--- src/rtl/fifo_pkg.sv ---
`default_nettype none
// +--------------------------------------------------------------------------+
// | fifo_pkg: Gray/binary pointer helpers shared by both FIFO controllers.   |
// | Revision: 1.0                                                            |
// +--------------------------------------------------------------------------+
package fifo_pkg;

  localparam int GRAY_MAX_W = 32;

  typedef logic [GRAY_MAX_W-1:0] gray_word_t;

  // Pointers carry one extra wrap bit above the memory address.
  function automatic int ptr_width(input int addr_width);
    return addr_width + 1;
  endfunction

  // Both conversions are width-agnostic: callers zero-extend a narrower
  // pointer into gray_word_t and truncate the result back.
  function automatic gray_word_t bin2gray(input gray_word_t b);
    return b ^ (b >> 1);
  endfunction

  function automatic gray_word_t gray2bin(input gray_word_t g);
    gray_word_t b;
    b = '0;
    for (int i = 0; i < GRAY_MAX_W; i++) begin
      b[i] = ^(g >> i);
    end
    return b;
  endfunction

endpackage
`default_nettype wire

--- src/rtl/fifo_wr_ctrl_if.sv ---
`default_nettype none
// +--------------------------------------------------------------------------+
// | fifo_wr_ctrl_if: producer / memory / read-pointer bundle of the FIFO     |
// | write-side controller.                                                   |
// | Revision: 1.0                                                            |
// +--------------------------------------------------------------------------+
interface fifo_wr_ctrl_if #(
  parameter int ADDR_WIDTH = 4
);
  import fifo_pkg::*;

  localparam int PTR_W = ptr_width(ADDR_WIDTH);

  logic             wr_req;
  logic [PTR_W-1:0] rd_ptr_gray;
  logic             wr_en;
  logic [ADDR_WIDTH-1:0] wr_addr;
  logic [PTR_W-1:0] wr_ptr_gray;
  logic             full;
  logic             almost_full;
  logic [PTR_W-1:0] wr_count;
  logic             overflow;

  modport master (
    output wr_req, rd_ptr_gray,
    input  wr_en, wr_addr, wr_ptr_gray, full, almost_full, wr_count, overflow
  );

  modport slave (
    input  wr_req, rd_ptr_gray,
    output wr_en, wr_addr, wr_ptr_gray, full, almost_full, wr_count, overflow
  );

endinterface
`default_nettype wire

--- src/rtl/sync_ff.sv ---
`default_nettype none
// +--------------------------------------------------------------------------+
// | sync_ff: generic STAGES-deep, WIDTH-bit flop synchroniser, sync reset.   |
// | Revision: 1.0                                                            |
// +--------------------------------------------------------------------------+
module sync_ff #(
  parameter int WIDTH  = 1,
  parameter int STAGES = 2
) (
  input  logic             clk,
  input  logic             rst,
  input  logic [WIDTH-1:0] d,
  output logic [WIDTH-1:0] q
);

  logic [WIDTH-1:0] stage_q [STAGES];
  logic [WIDTH-1:0] stage_d [STAGES];

  always_comb begin
    stage_d[0] = d;
    for (int i = 1; i < STAGES; i++) begin
      stage_d[i] = stage_q[i-1];
    end
  end

  always_ff @(posedge clk) begin
    if (rst) begin
      for (int i = 0; i < STAGES; i++) begin
        stage_q[i] <= '0;
      end
    end else begin
      for (int i = 0; i < STAGES; i++) begin
        stage_q[i] <= stage_d[i];
      end
    end
  end

  assign q = stage_q[STAGES-1];

  if (STAGES < 1 || WIDTH < 1) begin : g_bad_params
    $error("sync_ff: STAGES and WIDTH must be at least 1");
  end

endmodule
`default_nettype wire

--- src/rtl/fifo_wr_ctrl.sv ---
`default_nettype none
// +--------------------------------------------------------------------------+
// | fifo_wr_ctrl: write-domain pointer controller of the dual-clock FIFO.    |
// | Gates writes when full, tracks occupancy and a sticky overflow flag.     |
// | Revision: 1.0                                                            |
// +--------------------------------------------------------------------------+
module fifo_wr_ctrl
  import fifo_pkg::*;
#(
  parameter int ADDR_WIDTH   = 4,
  parameter int SYNC_STAGES  = 2,
  parameter int AFULL_THRESH = 12
) (
  input logic           clk,
  input logic           rst,
  fifo_wr_ctrl_if.slave bus
);

  localparam int PTR_W = ptr_width(ADDR_WIDTH);
  localparam int DEPTH = 1 << ADDR_WIDTH;
  localparam logic [PTR_W-1:0] AFULL_LVL = PTR_W'(AFULL_THRESH);

  if (ADDR_WIDTH < 2 || ADDR_WIDTH > GRAY_MAX_W - 1) begin : g_bad_addr_width
    $error("fifo_wr_ctrl: ADDR_WIDTH must be in 2..%0d", GRAY_MAX_W - 1);
  end
  if (SYNC_STAGES < 2) begin : g_bad_sync_stages
    $error("fifo_wr_ctrl: SYNC_STAGES must be at least 2");
  end
  if (AFULL_THRESH < 1 || AFULL_THRESH > DEPTH) begin : g_bad_afull_thresh
    $error("fifo_wr_ctrl: AFULL_THRESH must be in 1..DEPTH");
  end

  logic [PTR_W-1:0] wp_q, wp_d;
  logic [PTR_W-1:0] wr_ptr_gray_q, wr_ptr_gray_d;
  logic [PTR_W-1:0] wr_count_q, wr_count_d;
  logic             full_q, full_d;
  logic             almost_full_q, almost_full_d;
  logic             overflow_q, overflow_d;

  logic [PTR_W-1:0] rq;
  logic [PTR_W-1:0] rq_bin;
  logic [PTR_W-1:0] full_match;
  logic             wr_en;

  sync_ff #(
    .WIDTH  (PTR_W),
    .STAGES (SYNC_STAGES)
  ) u_rd_ptr_sync (
    .clk (clk),
    .rst (rst),
    .d   (bus.rd_ptr_gray),
    .q   (rq)
  );

  // Full/count use the synchronised read pointer, so they can only be
  // pessimistic: a read is seen late, never early.
  always_comb begin
    wr_en         = bus.wr_req & ~full_q & ~rst;
    wp_d          = wp_q + {{ADDR_WIDTH{1'b0}}, wr_en};
    wr_ptr_gray_d = PTR_W'(bin2gray(GRAY_MAX_W'(wp_d)));
    rq_bin        = PTR_W'(gray2bin(GRAY_MAX_W'(rq)));
    full_match    = {~rq[PTR_W-1:PTR_W-2], rq[PTR_W-3:0]};
    full_d        = (wr_ptr_gray_d == full_match);
    wr_count_d    = wp_d - rq_bin;
    almost_full_d = (wr_count_d >= AFULL_LVL);
    overflow_d    = overflow_q | (bus.wr_req & full_q);
  end

  always_ff @(posedge clk) begin
    if (rst) begin
      wp_q          <= '0;
      wr_ptr_gray_q <= '0;
      wr_count_q    <= '0;
      full_q        <= 1'b0;
      almost_full_q <= 1'b0;
      overflow_q    <= 1'b0;
    end else begin
      wp_q          <= wp_d;
      wr_ptr_gray_q <= wr_ptr_gray_d;
      wr_count_q    <= wr_count_d;
      full_q        <= full_d;
      almost_full_q <= almost_full_d;
      overflow_q    <= overflow_d;
    end
  end

  assign bus.wr_en       = wr_en;
  assign bus.wr_addr     = wp_q[ADDR_WIDTH-1:0];
  assign bus.wr_ptr_gray = wr_ptr_gray_q;
  assign bus.full        = full_q;
  assign bus.almost_full = almost_full_q;
  assign bus.wr_count    = wr_count_q;
  assign bus.overflow    = overflow_q;

endmodule
`default_nettype wire
--- src/flat_wrapper.sv ---
// flat-port wrapper written by rule: the top's interface ports become plain ports
module fifo_wr_ctrl_flat import fifo_pkg::*;
#(
  parameter int ADDR_WIDTH   = 4,
  parameter int SYNC_STAGES  = 2,
  parameter int AFULL_THRESH = 12
)
  (clk, rst, bus_wr_req, bus_rd_ptr_gray, bus_wr_en, bus_wr_addr, bus_wr_ptr_gray, bus_full, bus_almost_full, bus_wr_count, bus_overflow);
  fifo_wr_ctrl_if #(.ADDR_WIDTH(ADDR_WIDTH)) bus_i ();
  input logic clk;
  input logic rst;
  input wire logic [$bits(bus_i.wr_req)-1:0] bus_wr_req;
  input wire logic [$bits(bus_i.rd_ptr_gray)-1:0] bus_rd_ptr_gray;
  output wire logic [$bits(bus_i.wr_en)-1:0] bus_wr_en;
  output wire logic [$bits(bus_i.wr_addr)-1:0] bus_wr_addr;
  output wire logic [$bits(bus_i.wr_ptr_gray)-1:0] bus_wr_ptr_gray;
  output wire logic [$bits(bus_i.full)-1:0] bus_full;
  output wire logic [$bits(bus_i.almost_full)-1:0] bus_almost_full;
  output wire logic [$bits(bus_i.wr_count)-1:0] bus_wr_count;
  output wire logic [$bits(bus_i.overflow)-1:0] bus_overflow;
  assign bus_i.wr_req = bus_wr_req;
  assign bus_i.rd_ptr_gray = bus_rd_ptr_gray;
  assign bus_wr_en = bus_i.wr_en;
  assign bus_wr_addr = bus_i.wr_addr;
  assign bus_wr_ptr_gray = bus_i.wr_ptr_gray;
  assign bus_full = bus_i.full;
  assign bus_almost_full = bus_i.almost_full;
  assign bus_wr_count = bus_i.wr_count;
  assign bus_overflow = bus_i.overflow;
  fifo_wr_ctrl #(.ADDR_WIDTH(ADDR_WIDTH), .SYNC_STAGES(SYNC_STAGES), .AFULL_THRESH(AFULL_THRESH)) u_core (.clk(clk), .rst(rst), .bus(bus_i));
endmodule
--- config.mk ---
export PLATFORM = sky130hd
export DESIGN_NAME = fifo_wr_ctrl_flat
export DESIGN_NICKNAME = d
export VERILOG_FILES = /design/src/rtl/fifo_pkg.sv /design/src/rtl/fifo_wr_ctrl_if.sv /design/src/rtl/sync_ff.sv /design/src/rtl/fifo_wr_ctrl.sv /design/src/flat_wrapper.sv
export SDC_FILE = /design/constraint.sdc
export NUM_CORES = 1
export LEC_CHECK = 0
export CAP_MARGIN = 20
export CORE_UTILIZATION = 44
export CTS_CLUSTER_SIZE = 12
export DETAILED_ROUTE_END_ITERATION = 12
export GPL_ROUTABILITY_DRIVEN = 0
export PLACE_DENSITY_LB_ADDON = 0.2
export SETUP_SLACK_MARGIN = 0.15
export SLEW_MARGIN = 30
export SYNTH_ARGS = -nofsm -noshare
export SYNTH_HDL_FRONTEND = slang
export SYNTH_SLANG_ARGS = --single-unit
--- constraint.sdc ---
create_clock -name clk -period 2.7 [get_ports clk]
set_input_delay 0.27 -clock clk [delete_from_list [all_inputs] [get_ports clk]]
set_output_delay 0.27 -clock clk [all_outputs]
set_load 0.02 [all_outputs]
==> metrics <==
drt wl/cell=roughly 12 um; met3 wire length=between 80 and 90 um; Power, Total=between 0.8 and 0.9 mW; Hold Path Class=reg -> reg; DRT Wirelength=slightly above 2000 um; IO Port Bufs=25; max layer used=met4; setup bufs post-CTS=0; CP Max Fanout=2; crit start category=input port; CTS tree=built; Synth-to-Final Area Change=33.2%; most common cell after layout, fill and taps aside=dfxtp_1; layout cells sized above 1=0.127; Fill cells=~220; Die Y=roughly 53 um; mapped cell area=around 0.0011 mm^2; Final period util=0.898; # IOs=26; Final min period=2430 ps; number of DRC markers in iteration 0=14; Seq. cell area=approximately 540 um^2; leakage power=a little under 0.6 nW; Met2 Routed Length=approximately 970 um; Max-slew headroom=0.688; VDD IR max=between 0.3 and 0.4 mV; Place WS=-92.0 ps; Post-Layout Cell Count=~170; setup ws final=approximately 270 ps; # setup viols final=0; unrepaired setup endpoints after global routing=false; max_cap viols=0; measured slew at the worst slew-check pin=466 ps; Synthesis Warnings=0; clock sink count=27; DP Area=0.00149 mm^2; clk root buf=clkbuf_4; Synth Instances=~110; htree depth=1; cell area after layout=between 0.0015 and 0.002 mm^2; kind of critical path=in -> reg; gr ovfl total=0; Clock Skews=around 1.3 ps; worst endpoint data arrival time=between 2000 and 3000 ps; run status=finished, final reports clean; core box area=approximately 0.0025 mm^2; Via Count=851; gr usage total=0.160; max frequency=0.412 GHz; initial antenna violation count=0; wire length on met1=just over 900 um; most frequent cells in the layout=27 x dfxtp_1, 25 x clkdlybuf4s50_1, 14 x nor2_1; clock tree buffer depth=2; Seq/Total Area, Yosys=0.471; CTS buffer count=3; DRT antenna net count=0; multi-input logic area=623 um^2; Die W=about 53 um; nets@finish=~160; DRT Pass-1 Iters=2; Clock transition at path regs=130 ps; vias in the first global route=768; first-pass GRT wire length=roughly 3100 um; Remaining DRCs=0; hold slack=roughly 460 ps; Netlist cell types=26; Crit. End Element=register; Seq cells post-synth=27; Net Count, Synth=between 100 and 150; final hold violation count=0; placed instance count=around 170; final slew viol count=0; required time of the critical path=between 2000 and 3000 ps; Initial Utilization=0.464; CTS Hold Bufs=0; Vias/cell=between 4 and 5; worst skew pair latency=between 300 and 400 ps; largest net degree at the start of global routing=28; Rows=18; Inserted Diodes=0; total die area=around 0.0028 mm^2; syn avg cell area=10.3 um^2; Post-DP HPWL=roughly 1500 um; pwr dens=between 500 and 600 mW/mm^2
[metal layers]
layer | up-vias | global-route usage
li1 | 431 | -
met1 | 391 | 0.183
met2 | 24 | 0.276
met3 | 5 | 0.0259
met4 | 0 | 0.0921
met5 | - | 0
[state kept, by name, indices dropped and copies added, names as in the netlist]
signal                        count
u_core.wp_q                       5
u_core.bus.full                   1
u_core.bus.wr_count               5
u_core.bus.almost_full            1
u_core.u_rd_ptr_sync.stage_q     10
u_core.bus.overflow               1
u_core.bus.wr_ptr_gray            4
[final timing paths]
| check | start | to | slack [ps] | depth (start not counted) |
|---|---|---|---|---|
| hold / removal | u_core.u_rd_ptr_sync.stage_q[0][2] | u_core.u_rd_ptr_sync.stage_q[0][7] | 460 | 1 |
| setup reg to reg | u_core.bus.full | u_core.bus.full | 370 | 8 |
| setup / recovery | rst | u_core.bus.full | 270 | 9 |
| hold reg to reg | u_core.u_rd_ptr_sync.stage_q[0][2] | u_core.u_rd_ptr_sync.stage_q[0][7] | 460 | 1 |
[synth_stat cells]
master      n  area [um^2]
a21oi_1     2         10.0
nand2_1     4         15.0
ha_1        5         62.6
xnor2_1    11         96.3
inv_2       2         7.51
nor3b_1     1         7.51
o211ai_1    1         7.51
xnor3_1     1         22.5
a221oi_2    1         15.0
nor2_1     14         52.6
xor2_1     10         87.6
o211a_1     1         10.0
o2111a_1    1         11.3
o2bb2ai_1   1         8.76
nand3_1     4         20.0
nand2b_1    1         6.26
clkbuf_1    4         15.0
dfxtp_1    27          541
a22o_1      1         8.76
or3_1       1         6.26
xnor2_2     2         32.5
a2111oi_0   1         8.76
o221ai_1    1         8.76
nor2b_1    12         75.1
nor3_1      1         5.00
a211oi_1    1         7.51
[worst max-delay path, stage by stage]
cell	delay, ps
clkdlybuf4s50_1	490
nor3b_4	240
ha_2	190
ha_1	260
nand3_1	170
xor2_2	190
xnor2_1	140
or3_1	350
a2111oi_1	340
[power by group]
part / total, mW / switching (mW) / internal, mW
Clock: 0.173 / 0.115 / 0.0580
Sequential: 0.441 / 0.0126 / 0.428
Combinational: 0.231 / 0.111 / 0.119
Total: 0.845 / 0.239 / 0.605
[through the flow]
stage	TNS, ps	util
floorplan	0	-
global placement	-40.5	0.602
detailed placement	-132	0.602
CTS	0	0.613
global route	0	0.618
finish	0	0.618
[area by class of cell]
type / count / share of cell area
tap: 30 / 0.0245
inverter: 2 / 0.00491
sequential: 27 / 0.353
multi-input combinational: 78 / 0.407
timing repair buffer: 31 / 0.193
clock buffer: 4 / 0.0172
[cells by family (layout without fill, tap and decap cells)]
family	Yosys count	count (layout)	share of synthesized area
AO/OA/AOI/OAI	11	11	0.0839
adder cells (fa/ha/maj)	5	5	0.0545
flip-flops	27	27	0.471
AND/OR/NAND/NOR	38	38	0.163
buffers and inverters	6	37	0.0196
XOR/XNOR	24	24	0.208
[timing repair]
item                       in CTS  in global routing
gates resized for setup         0                  2
hold endpoints to repair        0                  0
setup endpoints to repair       0                  1
(Power assumes the default switching activity.)
